--- src/rtl/gate_exerciser_if.sv ---
// rtl/gate_exerciser_if.sv - two-input gate bus between exerciser (master) and gate under test (slave)
interface gate_exerciser_if;
  logic a;
  logic b;
  logic c;

  modport master (output a, output b, input c);
  modport slave  (input a, input b, output c);
endinterface

--- src/rtl/gate_exerciser.sv ---
// rtl/gate_exerciser.sv - drives all four {a,b} vectors into a gate and checks c against TRUTH_TABLE
// Optional two-flop synchroniser on c: GATE_EXERCISER_SYNC_EN
module gate_exerciser #(
  parameter logic [3:0] TRUTH_TABLE   = 4'b0111,
  parameter int         SETTLE_CYCLES = 2
) (
  input  logic                     i_clk,
  input  logic                     i_rst,
  input  logic                     i_start,
  gate_exerciser_if.master         gate,
  output logic                     o_busy,
  output logic                     o_done,
  output logic                     o_pass,
  output logic [3:0]               o_fail_vec,
  output logic [2:0]               o_err_count
);

  typedef enum logic [1:0] {
    S_IDLE   = 2'd0,
    S_RUN    = 2'd1,
    S_FINISH = 2'd2
  } state_t;

  logic w_c;

`ifdef GATE_EXERCISER_SYNC_EN
  // Two extra hold cycles so the synchronised c reflects the current vector.
  localparam int HOLD = SETTLE_CYCLES + 2;
  logic [1:0] r_sync;

  always_ff @(posedge i_clk) begin
    if (i_rst) begin
      r_sync <= 2'b00;
    end else begin
      r_sync <= {r_sync[0], gate.c};
    end
  end

  assign w_c = r_sync[1];
`else
  localparam int HOLD = SETTLE_CYCLES;
  assign w_c = gate.c;
`endif

  localparam logic [4:0] HOLD_LAST = 5'(HOLD);

  state_t     r_state;
  logic [1:0] r_idx;
  logic [4:0] r_cnt;
  logic       r_a;
  logic       r_b;
  logic       r_busy;
  logic       r_done;
  logic       r_pass;
  logic [3:0] r_fail_vec;
  logic [2:0] r_err_count;

  logic       w_mismatch;
  logic [3:0] w_fail_next;
  logic       w_accept;

  always_comb begin
    w_mismatch  = (w_c != TRUTH_TABLE[r_idx]);
    w_fail_next = r_fail_vec | ({3'b000, w_mismatch} << r_idx);
    w_accept    = i_start && (r_state != S_RUN);
  end

  always_ff @(posedge i_clk) begin
    if (i_rst) begin
      r_state     <= S_IDLE;
      r_idx       <= 2'd0;
      r_cnt       <= 5'd0;
      r_a         <= 1'b0;
      r_b         <= 1'b0;
      r_busy      <= 1'b0;
      r_done      <= 1'b0;
      r_pass      <= 1'b0;
      r_fail_vec  <= 4'd0;
      r_err_count <= 3'd0;
    end else begin
      case (r_state)
        S_IDLE, S_FINISH: begin
          r_done <= 1'b0;
          if (w_accept) begin
            r_state     <= S_RUN;
            r_busy      <= 1'b1;
            r_pass      <= 1'b0;
            r_fail_vec  <= 4'd0;
            r_err_count <= 3'd0;
            r_idx       <= 2'd0;
            r_cnt       <= 5'd0;
            r_a         <= 1'b0;
            r_b         <= 1'b0;
          end else begin
            r_state <= S_IDLE;
          end
        end

        S_RUN: begin
          if (r_cnt == HOLD_LAST) begin
            // Sample edge: record this vector and present the next one.
            r_fail_vec <= w_fail_next;
            if (w_mismatch) begin
              r_err_count <= r_err_count + 3'd1;
            end
            r_cnt <= 5'd0;
            if (r_idx == 2'd3) begin
              r_state <= S_FINISH;
              r_busy  <= 1'b0;
              r_done  <= 1'b1;
              r_pass  <= (w_fail_next == 4'd0);
              r_idx   <= 2'd0;
              r_a     <= 1'b0;
              r_b     <= 1'b0;
            end else begin
              r_idx      <= r_idx + 2'd1;
              {r_a, r_b} <= r_idx + 2'd1;
            end
          end else begin
            r_cnt <= r_cnt + 5'd1;
          end
        end

        default: begin
          r_state <= S_IDLE;
          r_busy  <= 1'b0;
          r_done  <= 1'b0;
          r_a     <= 1'b0;
          r_b     <= 1'b0;
        end
      endcase
    end
  end

  assign gate.a      = r_a;
  assign gate.b      = r_b;
  assign o_busy      = r_busy;
  assign o_done      = r_done;
  assign o_pass      = r_pass;
  assign o_fail_vec  = r_fail_vec;
  assign o_err_count = r_err_count;

endmodule

--- src/flat_wrapper.sv ---
// flat-port wrapper written by rule: the top's interface ports become plain ports
module gate_exerciser_flat 
#(
  parameter logic [3:0] TRUTH_TABLE   = 4'b0111,
  parameter int         SETTLE_CYCLES = 2
)
  (i_clk, i_rst, i_start, o_busy, o_done, o_pass, o_fail_vec, o_err_count, gate_a, gate_b, gate_c);
  gate_exerciser_if gate_i ();
  input  logic i_clk;
  input  logic i_rst;
  input  logic i_start;
  output logic o_busy;
  output logic o_done;
  output logic o_pass;
  output logic [3:0] o_fail_vec;
  output logic [2:0] o_err_count;
  output wire logic [$bits(gate_i.a)-1:0] gate_a;
  output wire logic [$bits(gate_i.b)-1:0] gate_b;
  input wire logic [$bits(gate_i.c)-1:0] gate_c;
  assign gate_a = gate_i.a;
  assign gate_b = gate_i.b;
  assign gate_i.c = gate_c;
  gate_exerciser #(.TRUTH_TABLE(TRUTH_TABLE), .SETTLE_CYCLES(SETTLE_CYCLES)) u_core (.i_clk(i_clk), .i_rst(i_rst), .i_start(i_start), .gate(gate_i), .o_busy(o_busy), .o_done(o_done), .o_pass(o_pass), .o_fail_vec(o_fail_vec), .o_err_count(o_err_count));
endmodule
--- config.mk ---
export PLATFORM = sky130hd
export DESIGN_NAME = gate_exerciser_flat
export DESIGN_NICKNAME = d
export VERILOG_FILES = /design/src/rtl/gate_exerciser_if.sv /design/src/rtl/gate_exerciser.sv /design/src/flat_wrapper.sv
export SDC_FILE = /design/constraint.sdc
export NUM_CORES = 1
export LEC_CHECK = 0
export CAP_MARGIN = 15
export CORE_MARGIN = 1.5
export CORE_UTILIZATION = 35
export CTS_BUF_LIST = sky130_fd_sc_hd__clkbuf_8
export DETAILED_ROUTE_END_ITERATION = 8
export GPL_TIMING_DRIVEN = 0
export HOLD_SLACK_MARGIN = 0.12
export PLACE_DENSITY = 0.67
export SLEW_MARGIN = 40
export SYNTH_ARGS = -nofsm -noshare
export SYNTH_HDL_FRONTEND = slang
export SYNTH_SLANG_ARGS = --single-unit
--- constraint.sdc ---
create_clock -name i_clk -period 4.09 [get_ports i_clk]
set_input_delay 0.409 -clock i_clk [delete_from_list [all_inputs] [get_ports i_clk]]
set_output_delay 0.409 -clock i_clk [all_outputs]
set_load 0.05 [all_outputs]
==> results.txt, run 1 <==
Setup crit end kind -> output port
top cells by area, synth -> dfxtp_1, a21oi_1, nor2_1
DRT iter0 DRCs -> 16
DP Area -> 1149 µm²
post-synthesis sequential area ratio -> 43.30%
Post-Syn Nets -> 112
overall routing resource usage -> 13.51%
Slew @ Worst Pin -> 497.3 ps
synthesized area -> 970.9 µm²
crit-path cells -> clkdlybuf4s50_1
Starting Density -> 38.15%
final setup TNS -> 0 ps
critical path startpoint category -> register
Post-DP HPWL -> 1451 µm
worst min-delay path class -> register to register
Peak supply drop -> 0.0002149 V
delay of the slowest critical-path stage -> 820 ps
delay-heaviest family, CP -> buffers and inverters
Setup Skew -> 2.013 ps
Synth Warn # -> 0
global-route wire length before repair -> 3512 µm
Top Ports -> 16
PortBufs -> 14
worst reg2reg path endpoint -> u_core.o_err_count[2]
CTS Buffer Depth -> 2
Yosys cell types -> 34
CTS tree -> done
Max Clk Rate -> 538.5 MHz
# diodes -> 0
FF-to-FF Start -> u_core.r_cnt[1]
drt pass-1 iters -> 4
Clk pin slew, worst setup/hold paths -> 70 ps
Worst-Skew Late Latency -> 250 ps
post-layout net count -> 131
critical path type -> register to output port
total setup buffers inserted after CTS -> 0
Worst Path Max Fanout -> 4
Slew Limit Fails -> 0
drc violations -> 0
Hold Fails Final Rpt -> 0
RSZ-0062 raised after global routing -> no
via count -> 795
Critical path buffers and inverters -> 1
Syn Inst Count -> 104
Inserted Clock Buffers -> 3
Leakage -> 0.4427 nW
Final setup viols -> 0
initial antenna violation count -> 0
remaining antenna violation count -> 0
Die Span Y -> 55.67 µm
hold path endpoint -> u_core.o_done
Vias per Instance -> 5.230
pin count of the biggest net entering global routing -> 12
Crit. path cell count -> 1
Tot Pwr -> 0.0003918 W
Pwr Density -> 328.2 nW/µm²
reg2reg setup slack -> 2400 ps
CP Data Required Time -> 3680 ps
Layout area overhead -> 22.94%
min-delay src -> u_core.o_done
worst path arrival time -> 1450 ps
slowest cell on the critical path -> clkdlybuf4s50_1
WL per Instance -> 12.49 µm
post-CTS sizing -> 0
Period minus WS final -> 1857 ps
worst setup path startpoint -> u_core.o_err_count[0]
top cell type's share of synthesized area -> 43.30%
Yosys top cell by area -> dfxtp_1
Routed Wire Length -> 1899 µm
Die ar. -> 3099 µm²
Hold-fix buffers, CTS -> 0
synthesis-stage register bit count -> 21
grt ovf -> 0
core area -> 2545 µm²
status -> complete, no violations
Max transition margin -> 66.75%
crit share post-route -> 45.40%
Max Cap Violations -> 0
hold path depth -> 2
vias in the first global route -> 795
Mean Syn Cell Area -> 9.336 µm²
Die Wd -> 55.67 µm
gpl congestion -> 0.7430
CTS H-tree depth -> 1
Sink Count -> 21
layout cells sized above 1 -> 8.197%
row count -> 18
Post-Layout Inst Area -> 1194 µm²
clk root buf -> clkbuf_8
Worst Reg2Reg Path Length in Cells -> 6
-- final cells by class --
class | instances | area [µm²]
fillers | 250 | 1351
multi-input cells | 74 | 501.7
flip-flops and latches | 21 | 420.4
repair buffers | 14 | 140.1
clock buffers | 3 | 41.29
well taps | 30 | 37.54
plain buffers | 5 | 33.78
inverters | 4 | 15.01
clock inverters | 1 | 3.754
-- Yosys cell counts --
| cell | number |
|---|---|
| dfxtp_1 | 21 |
| nor2_1 | 14 |
| a21oi_1 | 11 |
| nor3_1 | 5 |
| ha_1 | 4 |
| inv_1 | 4 |
| nand3_1 | 4 |
| o21ai_0 | 4 |
| a32o_1 | 3 |
| clkbuf_1 | 3 |
| nand2_1 | 3 |
| a22o_1 | 2 |
| and2b_1 | 2 |
| buf_6 | 2 |
| mux2i_1 | 2 |
| o21a_1 | 2 |
| a2111oi_2 | 1 |
| a21oi_2 | 1 |
| and2_0 | 1 |
| nand2b_1 | 1 |
| nand4b_1 | 1 |
| nand4b_2 | 1 |
| nor2b_1 | 1 |
| nor3_2 | 1 |
| nor4b_4 | 1 |
| o2111ai_1 | 1 |
| o22ai_1 | 1 |
| o31ai_1 | 1 |
| or2_0 | 1 |
| or3_1 | 1 |
| or4_1 | 1 |
| or4b_1 | 1 |
| xnor2_1 | 1 |
| xor2_1 | 1 |
-- kinds of logic (layout without fill, tap and decap cells) --
family / count (synthesis) / in the layout / synth area share (%)
compound gates: 27 / 27 / 18.94
xor+xnor: 2 / 2 / 1.804
fa+ha+maj: 4 / 4 / 5.155
buf+inv: 9 / 27 / 5.025
flops: 21 / 21 / 43.30
mux: 2 / 2 / 2.062
simple gates: 39 / 39 / 23.71
-- report_power, final --
part           internal (W)  switching, W  total (W)
Sequential         0.000209    0.00000501   0.000214
Clock             0.0000667     0.0000633   0.000130
Combinational     0.0000178     0.0000301  0.0000480
-- sequential cells by signal, indices dropped and copies added (netlist names) --
| register | flops |
|---|---|
| u_core.o_fail_vec | 4 |
| u_core.gate.b | 1 |
| u_core.o_err_count | 3 |
| u_core.r_idx | 2 |
| u_core.r_cnt | 5 |
| u_core.r_state | 2 |
| u_core.o_busy | 1 |
| u_core.gate.a | 1 |
| u_core.o_pass | 1 |
| u_core.o_done | 1 |
-- routing by layer --
layer,routed length (µm),share of wire (%),global-route usage (%)
met1,900,47,17.39
met3,89,4.7,2.558
met5,0,0,0
met4,4,0.21,3.136
met2,905,48,23.30
-- worst max path at each step --
stage | end | slack (ps)
2_1_floorplan | u_core.r_cnt[2] | 2550
3_3_place_gp | u_core.r_cnt[4] | 2140
3_5_place_dp | u_core.r_cnt[4] | 2080
4_1_cts | o_err_count[0] | 2230
5_1_grt | o_fail_vec[0] | 2210
6_report | o_err_count[0] | 2230
-- stage by stage --
stage | std cells | setup WS (ps) | hold WS [ps] | utilization, %
2_1_floorplan | 104 | 2548 | 477.7 | -
3_3_place_gp | 148 | 2136 | 448.5 | 45.13
3_5_place_dp | 148 | 2082 | 457.1 | 45.13
4_1_cts | 152 | 2230 | 467.3 | 46.90
5_1_grt | 152 | 2208 | 488.4 | 46.90
6_report | 152 | 2233 | 462.6 | 46.90
-- layout by cell type (no fill, tap or decap), types with 2 or more instances in the layout --
cell and n:
nor3_1 5, buf_6 2, o21a_1 2, a21oi_1 11, a22o_1 2, ha_1 4, a32o_1 3, inv_1 5
clkdlybuf4s50_1 14, nor2_1 14, nand3_1 4, dfxtp_1 21, mux2i_1 2, clkbuf_8 3, and2b_1 2, nand2_1 3
o21ai_0 4, clkbuf_1 3
(Power assumes the default switching activity.)
==> run 2, diff against run 1 <==
==> constraint.sdc (replaced) <==
create_clock -name i_clk -period 1.81 [get_ports i_clk]
set_input_delay 0.181 -clock i_clk [delete_from_list [all_inputs] [get_ports i_clk]]
set_output_delay 0.181 -clock i_clk [all_outputs]
set_load 0.05 [all_outputs]
==> run 2 against run 1 <==
Clock-buffer cell count unchanged; non-clock buffer count unchanged; final cell count stayed put; largest power group unchanged.
==> results.txt, run 2 (synthesized netlist as in run 1, its figures left out) <==
worst min-delay path class -> input pin to register
worst reg2reg path endpoint -> u_core.r_cnt[2]
total setup buffers inserted after CTS -> 0
clk root buf -> clkbuf_8
global-route wire length before repair -> 3512 µm
Worst Reg2Reg Path Length in Cells -> 6
Final Util -> 47.25%
Layout area overhead -> 23.84%
Tot Pwr -> 0.0008842 W
status -> complete, no violations
Hold-fix buffers, CTS -> 0
Top Ports -> 16
Max Cap Violations -> 0
PortBufs -> 14
largest reg by FF count -> u_core.r_cnt
worst path arrival time -> 1840 ps
remaining antenna violation count -> 0
Die Span Y -> 55.67 µm
layout cells sized above 1 -> 8.197%
CTS tree -> done
crit-path cells -> inv_1 > ha_1 > nor4b_4 > buf_6 > or4b_1 > a21oi_1
Leakage -> 0.4483 nW
Vias per Instance -> 5.197
Die ar. -> 3099 µm²
Period minus WS final -> 1651 ps
# diodes -> 0
FF+latch area -> 420.4 µm²
Max Clk Rate -> 605.6 MHz
Worst-Skew Late Latency -> 250 ps
DP Area -> 1149 µm²
Inserted Clock Buffers -> 3
worst setup path startpoint -> u_core.r_cnt[0]
post-layout net count -> 131
Final WS setup -> 158.7 ps
RSZ-0062 raised after global routing -> no
Routed Wire Length -> 1893 µm
most common cell after layout, fill and taps aside -> dfxtp_1
drt pass-1 iters -> 4
final setup TNS -> 0 ps
drc violations -> 0
vias in the first global route -> 795
delay of the slowest critical-path stage -> 500 ps
Largest register FFs -> 5
FF-to-FF Start -> u_core.r_cnt[0]
Post-Layout Inst Area -> 1202 µm²
DRT iter0 DRCs -> 17
Starting Density -> 38.15%
overall routing resource usage -> 13.51%
row count -> 18
Post-DP HPWL -> 1451 µm
CP Data Required Time -> 1990 ps
Hold Fails Final Rpt -> 0
Pwr Density -> 735.3 nW/µm²
via count -> 790
pin count of the biggest net entering global routing -> 12
Slew Limit Fails -> 0
multi-input logic area -> 510.5 µm²
Slew @ Worst Pin -> 497.3 ps
CTS Buffer Depth -> 2
min-delay src -> i_rst
core area -> 2545 µm²
Max transition margin -> 66.75%
critical path type -> register to register
Die Wd -> 55.67 µm
Setup crit end kind -> register
WL per Instance -> 12.45 µm
initial antenna violation count -> 0
DP Worst Slack -> 30.12 ps
Setup Skew -> 1.019 ps
Clk pin slew, worst setup/hold paths -> 70 ps
Final setup viols -> 0
Worst Path Max Fanout -> 10
reg2reg setup slack -> 160 ps
crit share post-route -> 91.23%
CTS H-tree depth -> 1
Worst Setup EP -> u_core.r_cnt[2]
critical path startpoint category -> register
Peak supply drop -> 0.0004844 V
grt ovf -> 0
slowest cell on the critical path -> or4b_1
gpl congestion -> 0.7430
Sink Count -> 21
most frequent cells in the layout -> dfxtp_1, nor2_1, clkdlybuf4s50_1
filler cell count in the final layout -> 249
==> run 2: changes by cell type in the layout (fill, tap and decap cells not counted) <==
cell      before  now
nand4b_2       1    0
nand4b_4       0    1
==> run 2: what timing repair did <==
action,in CTS,in global routing
hold endpoints to repair,0,0
setup endpoints to repair,0,1
gates resized for setup,0,1
==> run 2: metal layers <==
metal,GRT usage (%),part of all wire (%)
met5,0,0
met4,3.136,0.21
met3,2.558,2.7
met2,23.30,48
met1,17.39,49
==> run 2: area by class of cell <==
| class | count | area share, % |
|---|---|---|
| buffer | 5 | 2.810 |
| timing repair buffer | 14 | 11.65 |
| inverter | 4 | 1.249 |
| tap | 30 | 3.122 |
| sequential | 21 | 34.96 |
| multi-input combinational | 74 | 42.46 |
| clock buffer | 3 | 3.434 |
| clock inverter | 1 | 0.3122 |
==> run 2: worst min path at each step <==
stage | endpoint | cells after the start
after floorplan | u_core.o_busy | 4
after global placement | u_core.o_done | 2
after detailed placement | u_core.o_done | 2
after CTS | u_core.r_cnt[2] | 2
after global routing | u_core.o_done | 2
final | u_core.r_idx[1] | 2
==> run 2: stage by stage <==
step,hold slack (ps),instances
floorplan,410.1,104
global route,376.7,152
detailed placement,457.1,148
finish,351.6,152
CTS,348.9,152
global placement,448.5,148
==> run 2: power by group <==
part	leakage [nW]	internal, W	switching, W
Combinational	0.251	0.0000404	0.0000688
Sequential	0.170	0.000472	0.0000120
Clock	0.0269	0.000151	0.000140
Total	0.448	0.000663	0.000221
==> run 2: worst max-delay path, delay by kind of cell (launching register included) <==
| kind | cells | cell delay (ps) |
|---|---|---|
| adders and majority gates | 1 | 200 |
| DFF | 1 | 390 |
| buffers and inverters | 2 | 210 |
| AOI/OAI and AO/OA | 1 | 140 |
| and+or+nand+nor | 2 | 640 |
==> run 3, diff against run 2 <==
--- a/config.mk
+++ b/config.mk
@@ -6,13 +6,15 @@
 export NUM_CORES = 1
 export LEC_CHECK = 0
 export CAP_MARGIN = 15
+export CELL_PAD_IN_SITES_DETAIL_PLACEMENT = 0
+export CELL_PAD_IN_SITES_GLOBAL_PLACEMENT = 1
 export CORE_MARGIN = 1.5
 export CORE_UTILIZATION = 35
 export CTS_BUF_LIST = sky130_fd_sc_hd__clkbuf_8
 export DETAILED_ROUTE_END_ITERATION = 8
 export GPL_TIMING_DRIVEN = 0
 export HOLD_SLACK_MARGIN = 0.12
-export PLACE_DENSITY = 0.67
+export PLACE_DENSITY = 0.81
 export SLEW_MARGIN = 40
 export SYNTH_ARGS = -nofsm -noshare
 export SYNTH_HDL_FRONTEND = slang
==> constraint.sdc (replaced) <==
create_clock -name i_clk -period 1.81 [get_ports i_clk]
set_input_delay 0.2715 -clock i_clk [delete_from_list [all_inputs] [get_ports i_clk]]
set_output_delay 0.2715 -clock i_clk [all_outputs]
set_load 0.05 [all_outputs]
==> run 3 against run 2 <==
First-iteration DRC count fell by 59%; sequential cell count did not move; via count is 5.1% higher; global-route usage is 0.17 points higher; highest routed layer unchanged; worst hold slack better by 110 ps; fmax decreased by 4.1%; setup slack worse by 70 ps; register-to-register slack barely moved; routed wire length grew 5.3%; total power grew 1.1%.
==> results.txt, run 3 (synthesized netlist as in run 1, its figures left out) <==
worst path arrival time -> 1450 ps
Sw Pwr -> 0.0002302 W
FF-to-FF Start -> u_core.r_cnt[0]
Setup Skew -> 7.806 ps
worst setup path startpoint -> u_core.o_err_count[0]
worst reg2reg path endpoint -> u_core.o_pass
RSZ-0062 raised after global routing -> no
Post-DP HPWL -> 1447 µm
CTS Buffer Depth -> 2
Leakage -> 0.4537 nW
grt ovf -> 0
Max Clk Rate -> 580.8 MHz
Clk pin slew, worst setup/hold paths -> 80 ps
Worst-Skew Late Latency -> 260 ps
Sink Count -> 21
drt pass-1 iters -> 4
overall routing resource usage -> 13.68%
Top Ports -> 16
crit-path cells -> clkdlybuf4s50_1
remaining antenna violation count -> 0
Largest register FFs -> 5
Critical path buffers and inverters -> 1
sequential power share -> 54.1%
# diodes -> 0
cell-internal power -> 0.0006638 W
most common cell after layout, fill and taps aside -> dfxtp_1
slowest cell on the critical path -> clkdlybuf4s50_1
Final setup viols -> 0
Setup crit end kind -> output port
delay of the slowest critical-path stage -> 820 ps
layout cells sized above 1 -> 8.943%
Max Cap Violations -> 0
gpl congestion -> 0.7151
critical path startpoint category -> register
CP Data Required Time -> 1540 ps
critical path type -> register to output port
drc violations -> 0
CTS tree -> done
status -> complete, no violations
Comb pwr share -> 12.5%
Worst Reg2Reg Path Length in Cells -> 7
Routed Wire Length -> 1994 µm
Vias per Instance -> 5.425
post-layout net count -> 132
Max transition margin -> 65.18%
Layout area overhead -> 24.61%
vias in the first global route -> 773
Die ar. -> 3099 µm²
clk root buf -> clkbuf_8
Post-Layout Inst Area -> 1210 µm²
global-route wire length before repair -> 3498 µm
DP Area -> 1149 µm²
Period minus WS final -> 1722 ps
DRT iter0 DRCs -> 7
via count -> 830
Die Wd -> 55.67 µm
pin count of the biggest net entering global routing -> 12
Slew Limit Fails -> 0
CTS H-tree depth -> 1
filler cell count in the final layout -> 236
delay-heaviest family, CP -> buffers and inverters
Inserted Clock Buffers -> 3
reg2reg setup slack -> 160 ps
final setup TNS -> 0 ps
PortBufs -> 14
crit share post-route -> 95.12%
Slew @ Worst Pin -> 522.2 ps
row count -> 18
Starting Density -> 38.15%
Crit. path cell count -> 1
initial antenna violation count -> 0
Sw Ratio -> 25.75%
Peak supply drop -> 0.0005324 V
Worst Path Max Fanout -> 4
Final Util -> 47.54%
Die Span Y -> 55.67 µm
largest reg by FF count -> u_core.r_cnt
Hold Fails Final Rpt -> 0
Worst Setup EP -> o_err_count[0]
Pwr Density -> 738.9 nW/µm²
WL per Instance -> 13.03 µm
hold_ws -> 461.5 ps
clock network power share -> 33.4%
worst min-delay path class -> input pin to register
most frequent cells in the layout -> dfxtp_1, nor2_1, clkdlybuf4s50_1
core area -> 2545 µm²
## run 3: cell count changes in the layout (fill, tap and decap cells not counted)
cell,change
buf_4,+1
## run 3: timing repair
action	4_1_cts	5_1_grt
setup buffers	0	1
gates resized for setup	0	1
hold buffers	0	0
setup endpoints to repair	0	1
## run 3: worst register-to-register path: cells and delay by family, from the launching register on
kind | cells | cell delay, ps
compound gates | 3 | 600
flops | 1 | 400
buf+inv | 2 | 210
fa+ha+maj | 1 | 200
simple gates | 1 | 130
## run 3: cell type report
cell class	count	area, µm²	area share [%]
Sequential cell	21	420.4	34.75
Clock inverter	1	3.754	0.3102
Tap cell	30	37.54	3.102
Clock buffer	3	41.29	3.413
Timing Repair Buffer	15	147.6	12.20
Buffer	5	33.78	2.792
Inverter	4	15.01	1.241
Multi-Input combinational cell	74	510.5	42.19
## run 3: how the worst min path moves through the flow
stage,cells after the start,from,to
floorplan,2,u_core.r_idx[1],u_core.r_idx[1]
global placement,2,u_core.o_done,u_core.o_done
detailed placement,2,u_core.gate.a,u_core.gate.a
CTS,2,i_rst,u_core.r_cnt[2]
global route,2,i_rst,u_core.r_cnt[2]
finish,2,i_rst,u_core.r_cnt[2]
## run 3: power by group through the flow
stage / Clock, W / Combinational [W] / Sequential [W]
floorplan: 0 / 0.0000646 / 0.000507
global placement: 0 / 0.000108 / 0.000493
finish: 0.000299 / 0.000112 / 0.000484
global route: 0.000328 / 0.000123 / 0.000485
CTS: 0.000304 / 0.000110 / 0.000483
detailed placement: 0 / 0.000110 / 0.000494
## run 3: routing by layer
layer,global-route usage [%],wire length (µm),vias to the layer above,part of all wire (%)
li1,-,-,410,-
met1,18.14,1009,405,51
met2,22.28,914,13,46
met3,3.023,60,2,3.0
met4,3.833,10,0,0.50
met5,0,0,-,0
## run 3: per-stage QoR
step	worst slack, ps	std cells	power, W
5_1_grt	43.59	153	0.0009367
6_report	88.36	153	0.0008940
2_1_floorplan	267.7	104	0.0005713
3_5_place_dp	-18.86	148	0.0006038
3_3_place_gp	-15.41	148	0.0006016
4_1_cts	75.60	152	0.0008973
